==> src/rtl/nibbler_pkg.sv <==
// Shared types for the Nibbler I/O port: the 4-bit data nibble.
package nibbler_pkg;

  localparam int unsigned NIBBLE_W = 4;

  typedef logic [NIBBLE_W-1:0] nibble_t;

endpackage

==> src/rtl/nibble_fifo.sv <==
// Small synchronous nibble FIFO with occupancy count; head is read combinationally.
// A pop frees its slot on the same edge, so push is accepted when full if pop also fires.
module nibble_fifo
  import nibbler_pkg::*;
#(
  parameter int unsigned DEPTH = 4,
  localparam int unsigned CNT_W = $clog2(DEPTH) + 1
) (
  input  logic             clk,
  input  logic             reset,
  input  logic             push,
  input  logic             pop,
  input  nibble_t          din,
  output nibble_t          dout,
  output logic [CNT_W-1:0] count,
  output logic             full,
  output logic             empty
);

  localparam int unsigned PTR_W = $clog2(DEPTH);

  nibble_t            mem_q [DEPTH];
  logic [PTR_W-1:0]   wr_ptr_q, wr_ptr_d;
  logic [PTR_W-1:0]   rd_ptr_q, rd_ptr_d;
  logic [CNT_W-1:0]   count_q, count_d;
  logic               do_push, do_pop;

  assign full    = (count_q == CNT_W'(DEPTH));
  assign empty   = (count_q == '0);
  assign do_pop  = pop & ~empty;
  assign do_push = push & (~full | do_pop);
  assign count   = count_q;
  assign dout    = mem_q[rd_ptr_q];

  always_comb begin
    wr_ptr_d = wr_ptr_q;
    rd_ptr_d = rd_ptr_q;
    count_d  = count_q;
    if (do_push) wr_ptr_d = wr_ptr_q + PTR_W'(1);
    if (do_pop)  rd_ptr_d = rd_ptr_q + PTR_W'(1);
    case ({do_push, do_pop})
      2'b10:   count_d = count_q + CNT_W'(1);
      2'b01:   count_d = count_q - CNT_W'(1);
      default: count_d = count_q;
    endcase
  end

  always_ff @(posedge clk or negedge reset) begin
    if (!reset) begin
      wr_ptr_q <= '0;
      rd_ptr_q <= '0;
      count_q  <= '0;
    end else begin
      wr_ptr_q <= wr_ptr_d;
      rd_ptr_q <= rd_ptr_d;
      count_q  <= count_d;
    end
  end

  // Storage needs no reset: an empty FIFO never exposes its contents.
  always_ff @(posedge clk) begin
    if (do_push) mem_q[wr_ptr_q] <= din;
  end

endmodule

==> src/rtl/nibbler_io_port.sv <==
// Nibbler CPU I/O responder: IN reads drain the RX FIFO, OUT writes fill the TX FIFO.
// Define NIBBLER_IO_ERR_EN to get sticky err_ovf/err_udf flags; otherwise they tie to 0.
module nibbler_io_port
  import nibbler_pkg::*;
#(
  parameter int unsigned DEPTH = 4,
  localparam int unsigned CNT_W = $clog2(DEPTH) + 1
) (
  input  logic             clk,
  input  logic             reset,
  input  logic             fase,
  input  logic             notOeIN,
  input  logic             notLoadOut,
  input  nibble_t          cpu_wdata,
  output nibble_t          cpu_rdata,
  input  logic             rx_valid,
  output logic             rx_ready,
  input  nibble_t          rx_data,
  output logic             tx_valid,
  input  logic             tx_ready,
  output nibble_t          tx_data,
  output logic [CNT_W-1:0] rx_count,
  output logic [CNT_W-1:0] tx_count,
  output logic             err_ovf,
  output logic             err_udf,
  input  logic             err_clr
);

  logic    rd_strobe, wr_strobe;
  logic    rx_push, rx_pop, rx_full, rx_empty;
  logic    tx_push, tx_pop, tx_full, tx_empty;
  nibble_t rx_head;

  // Strobes only count in the execute phase, so a strobe spanning both phases acts once.
  assign rd_strobe = fase & ~notOeIN;
  assign wr_strobe = fase & ~notLoadOut;

  assign rx_ready  = ~rx_full;
  assign rx_push   = rx_valid & rx_ready;
  assign rx_pop    = rd_strobe & ~rx_empty;
  assign cpu_rdata = rx_empty ? nibble_t'(0) : rx_head;

  assign tx_valid  = ~tx_empty;
  assign tx_pop    = tx_valid & tx_ready;
  assign tx_push   = wr_strobe & (~tx_full | tx_pop);

  nibble_fifo #(
    .DEPTH (DEPTH)
  ) u_rx_fifo (
    .clk   (clk),
    .reset (reset),
    .push  (rx_push),
    .pop   (rx_pop),
    .din   (rx_data),
    .dout  (rx_head),
    .count (rx_count),
    .full  (rx_full),
    .empty (rx_empty)
  );

  nibble_fifo #(
    .DEPTH (DEPTH)
  ) u_tx_fifo (
    .clk   (clk),
    .reset (reset),
    .push  (tx_push),
    .pop   (tx_pop),
    .din   (cpu_wdata),
    .dout  (tx_data),
    .count (tx_count),
    .full  (tx_full),
    .empty (tx_empty)
  );

`ifdef NIBBLER_IO_ERR_EN
  logic err_ovf_q, err_ovf_d;
  logic err_udf_q, err_udf_d;

  // A set event on the clearing edge wins over the clear.
  always_comb begin
    err_ovf_d = (wr_strobe & ~tx_push) | (err_ovf_q & ~err_clr);
    err_udf_d = (rd_strobe & rx_empty) | (err_udf_q & ~err_clr);
  end

  always_ff @(posedge clk or negedge reset) begin
    if (!reset) begin
      err_ovf_q <= 1'b0;
      err_udf_q <= 1'b0;
    end else begin
      err_ovf_q <= err_ovf_d;
      err_udf_q <= err_udf_d;
    end
  end

  assign err_ovf = err_ovf_q;
  assign err_udf = err_udf_q;
`else
  logic unused_err_clr;
  assign unused_err_clr = err_clr;
  assign err_ovf        = 1'b0;
  assign err_udf        = 1'b0;
`endif

endmodule
==> config.mk <==
export PLATFORM = sky130hd
export DESIGN_NAME = nibbler_io_port
export DESIGN_NICKNAME = d
export VERILOG_FILES = /design/src/rtl/nibbler_pkg.sv /design/src/rtl/nibble_fifo.sv /design/src/rtl/nibbler_io_port.sv
export SDC_FILE = /design/constraint.sdc
export NUM_CORES = 1
export LEC_CHECK = 0
export CAP_MARGIN = 10
export CORE_MARGIN = 2
export CORE_UTILIZATION = 56
export DETAILED_ROUTE_END_ITERATION = 8
export HOLD_SLACK_MARGIN = 0.1
export PLACE_DENSITY = 0.82
export SLEW_MARGIN = 40
export SYNTH_ARGS = -nofsm -noshare
export SYNTH_HDL_FRONTEND = slang
export SYNTH_SLANG_ARGS = --single-unit
export TNS_END_PERCENT = 5
==> constraint.sdc <==
create_clock -name clk -period 6.4 [get_ports clk]
set_clock_uncertainty 0.1 [all_clocks]
set_input_delay 0.96 -clock clk [delete_from_list [all_inputs] [get_ports clk]]
set_output_delay 0.96 -clock clk [all_outputs]
set_load 0.01 [all_outputs]
# After elaboration in Yosys (flattened, before gate mapping)
# Memory sizes are Yosys's and may differ from the RTL's.
# Cells that the tools add are included.
# totals
register_bits	14
ramBits	32
in_bits	16
elab_cells	52
mem_count	2
# classes
n_addsub	8
eq_ne	6
mux	7
bitwise_logic	19
n_reduce_logical	4
# memory_table
name	words	width	rd	rd_ports_with_merged_regs	write_ports	line	text
u_rx_fifo.mem_q	4	4	1	0	1	nibble_fifo.sv:22	nibble_t mem_q [DEPTH];
u_tx_fifo.mem_q	4	4	1	0	1	nibble_fifo.sv:22	
# ops
cell	count
one-hot mux 3 bit (2 select lines)	2
AND 1 bit	10
adder 2 x 1 -> 2 bit, second input constant	4
adder 3 x 1 -> 3 bit, second input constant	2
== test 3 bit, second input constant	2
logical NOT 3 bit	2
NOT 1 bit	6
subtractor 3 x 1 -> 3 bit, second input constant	2
== test 2 x 1 -> 1 bit, second input constant	2
== test 2 bit, second input constant	2
2-to-1 mux 1 bit	4
2-to-1 mux 4 bit	1
nonzero test 2 bit	2
OR 1 bit	3

# Depth between registers and ports, before layout
# depth
ltp_word	8
depth_mapped	9
depth_no_buf	9

# Hierarchy
# A second synthesis with hierarchy kept.
# unflattened
cells_unflattened	161
hier_area_um2	2283.4
# modules_own_cells
mod	n_inst	cells_per_inst	area_each_um2	seq_area_each_um2
nibble_fifo	2	73	1093.5	655.6
nibbler_io_port	1	15	96.3	0.0

# Worst setup path after synthesis
# No wires, ideal clock.
# synth_path
path_kind	input port to flip-flop
start	in tx_ready
end	reg u_tx_fifo.count_q[2] (netlist: u_tx_fifo.count[2])
arrival_time_ns	2.400
setup_slack_ns	3.821
cell_stages	9
path_cell_list	nor4b_1 > nor3b_2 > inv_1 > ha_1 > inv_1 > fa_1 > xor2_1 > nor2_1 > xor2_1
# synth_via
elab_chain_len	6
word_cells_on_any_way	10
classes_between	eq/ne (2); mux (1); bitwise (6); reduce/logical (1)
# synth_rtl
element	line	text
start: declaration	nibbler_io_port.sv:20	input logic tx_ready,
AND 1 bit *	nibbler_io_port.sv:44	assign tx_pop = tx_valid & tx_ready;
OR 1 bit / AND 1 bit (equally long branches)	nibbler_io_port.sv:45, nibble_fifo.sv:30	
AND 1 bit / OR 1 bit (equally long branches)	nibbler_io_port.sv:45, nibble_fifo.sv:31	
AND 1 bit	nibble_fifo.sv:31	assign do_push = push & (~full | do_pop);
== test 2 x 1 -> 1 bit / == test 2 bit (equally long branches)	nibble_fifo.sv:41	case ({do_push, do_pop})
one-hot mux 3 bit (2 select lines) / nonzero test 2 bit (equally long branches)	--	
end signal: assignment	nibble_fifo.sv:56	count_q <= count_d;
end: declaration	nibble_fifo.sv:25	logic [CNT_W-1:0] count_q, count_d;
# Every way passes the cells marked *; elsewhere a longest branch is shown, timed or not.
# A chain may end at the register's enable or synchronous reset.

# Worst setup path in the final report
# layout_path
start	reg u_rx_fifo.rd_ptr_q[0]
end	out cpu_rdata[2]
# layout_via
elab_chain_len	2
# layout_rtl
element	line	text
start: declaration	nibble_fifo.sv:24	logic [PTR_W-1:0] rd_ptr_q, rd_ptr_d;
start signal: assignment	nibble_fifo.sv:55	rd_ptr_q <= rd_ptr_d;
memory (4 x 4 bit)	--	
2-to-1 mux 4 bit	nibbler_io_port.sv:41	assign cpu_rdata = rx_empty ? nibble_t'(0) : rx_head;
end: declaration	nibbler_io_port.sv:15	output nibble_t cpu_rdata,
# Every way passes these cells.

==> results.txt <==
outcome: finished, final reports clean
initial antenna violation count: 0
die height: 64.53 µm
vias in the first global route: 1107
logic gate share of total power: 41.1%
pin count of the biggest net entering global routing: 15
reg2reg setup slack: 4.06 ns
DRC viols: 0
CTS Buf Count: 5
Ys Warns: 0
Ports: 34
Initial Util: 60.07%
max_cap viols: 0
Routed Antenna Nets: 0
post-synth top area share: 46.83%
highest clock rate: 315.7 MHz
Mean Syn Cell Area: 16.68 µm²
Post-Synthesis Cell Area: 2052 µm²
Via density: 5.191
final setup TNS: 0 ns
CTS H-tree depth: 2
port bufs: 30
Worst-Skew Late Latency: 0.36 ns
Required @ worst endpoint: 5.34 ns
vias: 1059
fin crit share: 49.50%
CP Class: reg2out
switching power: 0.0003347 W
register area: 1311 µm²
Final #Nets: 185
Die Wd: 64.53 µm
Clk pwr share: 12.4%
Post-Route WL: 3191 µm
Reg-to-Reg Start: u_tx_fifo.count[0]
core area: 3416 µm²
worst hold start: u_rx_fifo.count[2]
Final setup violation count: 0
detailed placer's ending HPWL: 2421 µm
HP Class: reg2reg
TritonCTS clock tree: done
Worst-path clk slew: 0.12 ns
Seq pwr share: 46.5%
synth top area cells: edfxtp_1, dfrtp_1, mux4_2
Pwr Total: 0.001029 W
Peak VDD IR: 0.2494 mV
Row Count: 21
Critical Path Source Type: register
post-synthesis cell count: 123
area leader, netlist: edfxtp_1
Crit. End Element: output pin
fin crit period: 3.168 ns
worst flop-to-flop path endpoint: u_tx_fifo.count[2]
hold path endpoint: u_rx_fifo.count[2]
gr usage total: 18.10%
final hold slack: 0.4407 ns
power per cell area: 421.9 nW/µm²
final hold vios: 0
post_cts resized: 0
Max Slew Vio Count: 0
hold_buf cts: 0
Starting DRT DRC Count: 21
GP Congestion: 0.7687
LEAKAGE: 0.9491 nW
hold path depth: 1
GRT overflow: 0
Internal: 0.0006945 W
post-synth cell types: 28
Layout area overhead: 18.90%
antenna diode count: 0
layout cells sized above 1: 15.19%
CTS Sinks: 46
register area share after synthesis: 63.90%
Clock Root Buffer: clkbuf_4
CP arrival: 2.11 ns
Least-Margin Pin Slew: 0.7358 ns
drt first pass iters: 4
Multi-input gate area: 674.4 µm²
CTS max path bufs: 2
RSZ-0062 raised after global routing: no
WL/cell: 15.64 µm
Switching Share: 32.52%
Register-to-Register Path Depth: 9
Synth Register Bits: 46
# Post-CTS Setup Buffers: 0
first-pass GRT wire length: 5375 µm
number of fill cells: 239
Crit Path Max Fanout: 6
die area: 4164 µm²
Max-slew headroom: 50.57%
==> sequential cells by signal, summed over array words and instances (netlist names) <==
register            cells
u_tx_fifo.wr_ptr_q      2
u_rx_fifo.mem_q        16
u_tx_fifo.count         3
u_tx_fifo.mem_q        16
u_rx_fifo.rd_ptr_q      2
u_rx_fifo.count         3
u_rx_fifo.wr_ptr_q      2
u_tx_fifo.rd_ptr_q      2
==> cell families (layout without fill, tap and decap cells) <==
| logic type | Yosys count | count (layout) | share of synthesized area, % |
|---|---|---|---|
| DFF | 46 | 46 | 63.90 |
| and+or+nand+nor | 23 | 23 | 7.866 |
| buffers and inverters | 16 | 50 | 3.414 |
| adders and majority gates | 12 | 12 | 8.049 |
| xor gates and xnor gates | 12 | 12 | 5.122 |
| muxes | 12 | 12 | 11.04 |
| other | 1 | 2 | 0.1828 |
| AOI/OAI and AO/OA | 1 | 1 | 0.4269 |
==> placed cells by master (no fill, tap or decap), types with 2 or more instances in the layout <==
cell,n
clkdlybuf4s50_1,30
xnor2_1,5
fa_1,2
xor2_1,7
and2_1,4
nor2b_1,4
and3_2,4
clkinv_2,2
inv_1,12
mux2i_1,2
conb_1,2
dfrtp_1,14
nor2_1,2
mux4_2,8
clkbuf_4,5
ha_1,10
edfxtp_1,32
==> area by class of cell <==
type / instances / share of cell area [%]
clock buffer: 6 / 1.692
multi-input combinational: 62 / 27.64
tap: 46 / 2.359
clock inverter: 2 / 0.4103
sequential: 46 / 53.74
inverter: 12 / 1.846
timing repair buffer: 30 / 12.31
==> critical path, stage by stage, from the launching register on <==
cell	delay [ns]
dfrtp_1	0.56
mux4_2	0.54
nor2b_1	0.14
clkdlybuf4s50_1	0.50
==> power by group through the flow <==
| stage | Combinational (W) | Clock, W | Sequential [W] |
|---|---|---|---|
| 5_1_grt | 0.000466 | 0.000145 | 0.000496 |
| 6_report | 0.000423 | 0.000127 | 0.000479 |
| 3_3_place_gp | 0.000407 | 0 | 0.000480 |
| 4_1_cts | 0.000432 | 0.000133 | 0.000482 |
| 2_1_floorplan | 0.000269 | 0 | 0.000461 |
| 3_5_place_dp | 0.000427 | 0 | 0.000488 |
==> per-stage QoR <==
step | util (%) | instance area (µm²) | instances | setup slack (ns)
after detailed placement | 69.93 | 2389 | 196 | 3.275
after global placement | 69.93 | 2389 | 196 | 3.300
after global routing | 71.43 | 2440 | 204 | 3.063
after floorplan | - | 2056 | 124 | 3.821
after CTS | 71.43 | 2440 | 204 | 3.189
final | 71.43 | 2440 | 204 | 3.232
==> how the worst max path moves through the flow <==
stage | to | start | cells past startpoint | slack (ns)
after floorplan | u_tx_fifo.count[2] | tx_ready | 9 | 3.82
after global placement | u_tx_fifo.count[2] | tx_ready | 10 | 3.30
after detailed placement | u_tx_fifo.count[2] | tx_ready | 10 | 3.27
after CTS | cpu_rdata[2] | u_rx_fifo.rd_ptr_q[0] | 3 | 3.19
after global routing | cpu_rdata[0] | u_rx_fifo.rd_ptr_q[0] | 3 | 3.06
final | cpu_rdata[2] | u_rx_fifo.rd_ptr_q[0] | 3 | 3.23
==> cell usage after synthesis <==
cell	number
edfxtp_1	32
dfrtp_1	14
inv_1	12
ha_1	10
mux4_2	8
xor2_1	7
xnor2_1	5
and2_1	4
and3_2	4
nor2b_1	4
buf_2	2
buf_4	2
fa_1	2
mux2i_1	2
nor2_1	2
and2_4	1
conb_1	1
mux2_2	1
mux2_4	1
nand2_1	1
nor3_1	1
nor3b_1	1
nor3b_2	1
nor4b_1	1
nor4bb_1	1
o31a_1	1
or3_1	1
or3b_4	1
==> routing by layer <==
layer,wire length [µm],share of wire (%),vias to the layer above,GRT usage [%]
met2,1658,52,23,29.69
met4,61,1.9,0,7.713
li1,-,-,503,-
met3,146,4.6,8,5.556
met1,1325,42,525,22.41
met5,0,0,-,0
Power figures use the tool's default switching activity.
==> patch 1, RTL diff (config.mk and constraints unchanged) <==
The option `NIBBLER_IO_ERR_EN` is turned on by a define.
--- a/src/rtl/nibbler_io_port.sv
+++ b/src/rtl/nibbler_io_port.sv
@@ -1,5 +1,7 @@
 // Nibbler CPU I/O responder: IN reads drain the RX FIFO, OUT writes fill the TX FIFO.
 // Define NIBBLER_IO_ERR_EN to get sticky err_ovf/err_udf flags; otherwise they tie to 0.
+`define NIBBLER_IO_ERR_EN
+
 module nibbler_io_port
   import nibbler_pkg::*;
 #(
Function: changed (Yosys sat finds a counterexample within 4 cycles, from zero or initial values and one cycle with reset low).
==> patch 1 against the original RTL <==
  * Synthesized area up 3.7%
  * Clock power up 66%
  * Sequential share of layout area down 1.7 points
  * Setup slack better by 0.055 ns
  * Sequential cell count up 2
  * Routed wire length up 1.3%
  * Cell area up 7.2%
  * Critical path depth unchanged
  * Total power up 11%
  * Maximum frequency up 1.8%
==> patch 1: results <==
INSERT INTO impl_metrics (metric_group, metric, value, unit) VALUES
('run_status', 'status', 'complete, no violations', ''),
('logic_synthesis', 'synth_seq_area_share', '64.0', '%'),
('drt', 'met3_length', '159', 'um'),
('placed_design', 'placed_cells', '207', ''),
('drt', 'vias', '1123', ''),
('critical_path', 'reg2reg_setup_slack', '3.93', 'ns'),
('drt', 'drt-met1-wl', '1420', 'um'),
('logic_synthesis', 'synthDistinctLibCells', '29', ''),
('logic_synthesis', 'async_flop_share', '33.3', '%'),
('final_layout', 'post_route_cells_drive_above_1_share', '16.2', '%'),
('logic_synthesis', 'syn-instance-count', '128', ''),
('power', 'peakVddDrop', '0.318', 'mV'),
('placed_design', 'placed_cell_area', '2510', 'um^2'),
('grt', 'grt_first_pass_wirelength', '5640', 'um'),
('final_layout', 'fill_cell_count', '229', ''),
('clock_tree', 'clock_tree.root_cell', 'sky130_fd_sc_hd__clkbuf_8', ''),
('timing', 'tightest_slew', '0.780', 'ns'),
('grt', 'total_global_routing_track_utilization', '18.1', '%'),
('final_layout', 'layout.cells.non_filler', '215', ''),
('clock_tree', 'worstSkewPairLatency', '0.29', 'ns');
patch 1: where the power goes:
group / switching [uW] / total [uW] / internal, uW
clock: 95.0 / 211 / 116
combinational: 171 / 430 / 260
sequential: 82.5 / 498 / 415
patch 1: final cells by class:
cell class | count | area (um^2) | share of cell area (%)
Sequential cell | 48 | 1360 | 52.0
Clock inverter | 2 | 35.0 | 1.34
Tap cell | 48 | 60.1 | 2.30
Multi-Input combinational cell | 64 | 704 | 26.9
Inverter | 14 | 52.6 | 2.01
Clock buffer | 6 | 72.6 | 2.77
Timing Repair Buffer | 33 | 330 | 12.6
patch 1: how the worst max path moves through the flow:
stage | startpoint | endpoint | slack, ns | cells past startpoint
after floorplan | tx_ready | u_tx_fifo.count[2] | 3.61 | 9
after global placement | tx_ready | u_tx_fifo.count[2] | 3.13 | 10
after detailed placement | tx_ready | u_tx_fifo.count[2] | 3.03 | 10
after CTS | u_rx_fifo.rd_ptr_q[0] | cpu_rdata[0] | 3.27 | 3
after global routing | u_rx_fifo.count[0] | cpu_rdata[0] | 3.15 | 3
final | u_rx_fifo.count[0] | cpu_rdata[0] | 3.29 | 3
patch 1: cell families (layout without fill, tap and decap cells):
group                      Yosys count  after routing  synth area share [%]
AOI/OAI and AO/OA                    3              3                  1.29
adders and majority gates           12             12                  7.76
DFF                                 48             48                  64.0
xor gates and xnor gates            12             12                  4.94
buffers and inverters               16             55                  2.88
muxes                               12             12                  10.6
and+or+nand+nor                     25             25                  8.47
patch 1: per-layer routing:
layer,vias to the layer above,GRT usage (%)
met4,0,7.03
met5,-,0
met3,5,4.79
li1,532,-
met2,31,30.6
met1,555,22.2
==> patch 2, RTL diff (config.mk and constraints unchanged) <==
Without the edit above. Register the output `rx_count`; this adds one clock of latency there. The other outputs are not delayed to match.
--- a/src/rtl/nibbler_io_port.sv
+++ b/src/rtl/nibbler_io_port.sv
@@ -26,6 +26,8 @@
   input  logic             err_clr
 );
 
+  logic [CNT_W-1:0] rx_count_d;
+
   logic    rd_strobe, wr_strobe;
   logic    rx_push, rx_pop, rx_full, rx_empty;
   logic    tx_push, tx_pop, tx_full, tx_empty;
@@ -53,7 +55,7 @@
     .pop   (rx_pop),
     .din   (rx_data),
     .dout  (rx_head),
-    .count (rx_count),
+    .count (rx_count_d),
     .full  (rx_full),
     .empty (rx_empty)
   );
@@ -101,4 +103,8 @@
   assign err_udf        = 1'b0;
 `endif
 
+  always_ff @(posedge clk) begin
+      rx_count <= rx_count_d;
+  end
+
 endmodule
Formal check against the unedited RTL: not equivalent (Yosys sat finds a counterexample within 4 cycles, from zero or initial values and one cycle with reset low).
==> patch 2 against the original RTL <==
  * Worst hold slack got worse by 0.087 ns
  * Sequential cell count rose by 3
  * Final cell count rose by 2.5%
  * Setup slack improved by 0.054 ns
  * Total power rose by 11%
  * Count of clock-buffer cells in the layout fell by 1
  * Non-clock buffer count did not move
  * Cell area rose by 5.2%
  * Synthesized area rose by 2.9%
  * Routed wire length rose by 0.41%
  * Largest cell class unchanged
==> patch 2: results <==
INSERT INTO impl_metrics (metric_group, metric, value, unit) VALUES
('critical_path', 'crit_path_end', 'cpu_rdata[1]', ''),
('placed_design', 'place.detailed.hpwl', '2380', 'um'),
('logic_synthesis', 'synth_seq_area_share', '64.9', '%'),
('placed_design', 'placed_cells', '201', ''),
('power', 'peakVddDrop', '0.296', 'mV'),
('timing', 'tightest_slew', '0.642', 'ns'),
('critical_path', 'r2r-start', 'u_rx_fifo.count[0]', ''),
('grt', 'grt_max_degree', '16', ''),
('run_status', 'status', 'complete, no violations', ''),
('clock_tree', 'clock_tree.root_cell', 'sky130_fd_sc_hd__clkbuf_8', ''),
('logic_synthesis', 'async_flop_share', '28.6', '%'),
('drt', 'drt-met1-wl', '1320', 'um'),
('final_layout', 'post_route_cells_drive_above_1_share', '15.5', '%'),
('placed_design', 'gpl.final_weighted_congestion', '0.657', ''),
('final_layout', 'final_net_count', '188', ''),
('critical_path', 'worst_flop_to_flop_path_endpoint', 'u_rx_fifo.count[2]', ''),
('power', 'leakagePower', '0.000995', 'uW'),
('logic_synthesis', 'yosys-top-cells-area', 'sky130_fd_sc_hd__edfxtp_1, sky130_fd_sc_hd__dfrtp_1, sky130_fd_sc_hd__mux4_2, sky130_fd_sc_hd__ha_1, sky130_fd_sc_hd__xor2_1', ''),
('drt', 'wl_met2', '1670', 'um'),
('grt', 'total_global_routing_track_utilization', '18.0', '%');
-- patch 2: cell types whose count changed after synthesis --
| cell | unedited run | this run |
|---|---|---|
| sky130_fd_sc_hd__dfxtp_1 | 0 | 3 |
-- patch 2: cell families (layout without fill, tap and decap cells) --
| logic type | after synthesis | in the layout | synth area share (%) |
|---|---|---|---|
| compound gates | 1 | 1 | 0.415 |
| xor+xnor | 12 | 12 | 4.98 |
| fa+ha+maj | 12 | 12 | 7.82 |
| buf+inv | 16 | 50 | 3.32 |
| flops | 49 | 49 | 64.9 |
| mux | 12 | 12 | 10.7 |
| other cells | 1 | 2 | 0.178 |
| simple gates | 23 | 23 | 7.64 |
-- patch 2: routing by layer --
| layer | vias to the layer above | GRT usage (%) |
|---|---|---|
| met1 | 538 | 21.2 |
| met4 | 0 | 8.59 |
| met2 | 24 | 30.9 |
| met3 | 8 | 4.62 |
| li1 | 511 | - |
| met5 | - | 0 |
-- patch 2: final cells by class --
cell class / instances / area [um^2]
multi-input cells: 62 / 679
well taps: 48 / 60.1
fillers: 250 / 1070
flip-flops and latches: 49 / 1370
clock buffers: 5 / 68.8
repair buffers: 30 / 300
clock inverters: 3 / 41.3
inverters: 12 / 45.0
-- patch 2: worst min-delay path by stage --
stage,start,slack [ns],to,cells after the start
CTS,u_rx_fifo.count[1],0.32,rx_count[1],0
detailed placement,u_rx_fifo.count[1],0.30,rx_count[1],0
floorplan,u_rx_fifo.count[1],0.29,rx_count[1],0
global route,u_rx_fifo.count[1],0.38,rx_count[1],0
finish,u_rx_fifo.count[2],0.35,rx_count[2],0
global placement,u_rx_fifo.count[1],0.31,rx_count[1],0
-- patch 2: critical path, delay by kind of cell (launching register included) --
family	cells	cell delay, ns
and+or+nand+nor	1	0.14
DFF	1	0.56
buffers and inverters	1	0.51
muxes	1	0.54
-- patch 2: stage by stage --
stage	util [%]	hold WS (ns)
2_1_floorplan	-	0.290
3_3_place_gp	67.5	0.313
3_5_place_dp	67.5	0.305
4_1_cts	70.5	0.324
5_1_grt	70.6	0.382
6_report	70.6	0.354
-- patch 2: report_power, final --
group | total, uW | leakage (uW) | switching [uW] | internal, uW
Sequential | 512 | 0.000481 | 82.0 | 430
Clock | 209 | 0.0000518 | 94.4 | 115
Combinational | 423 | 0.000463 | 170 | 253
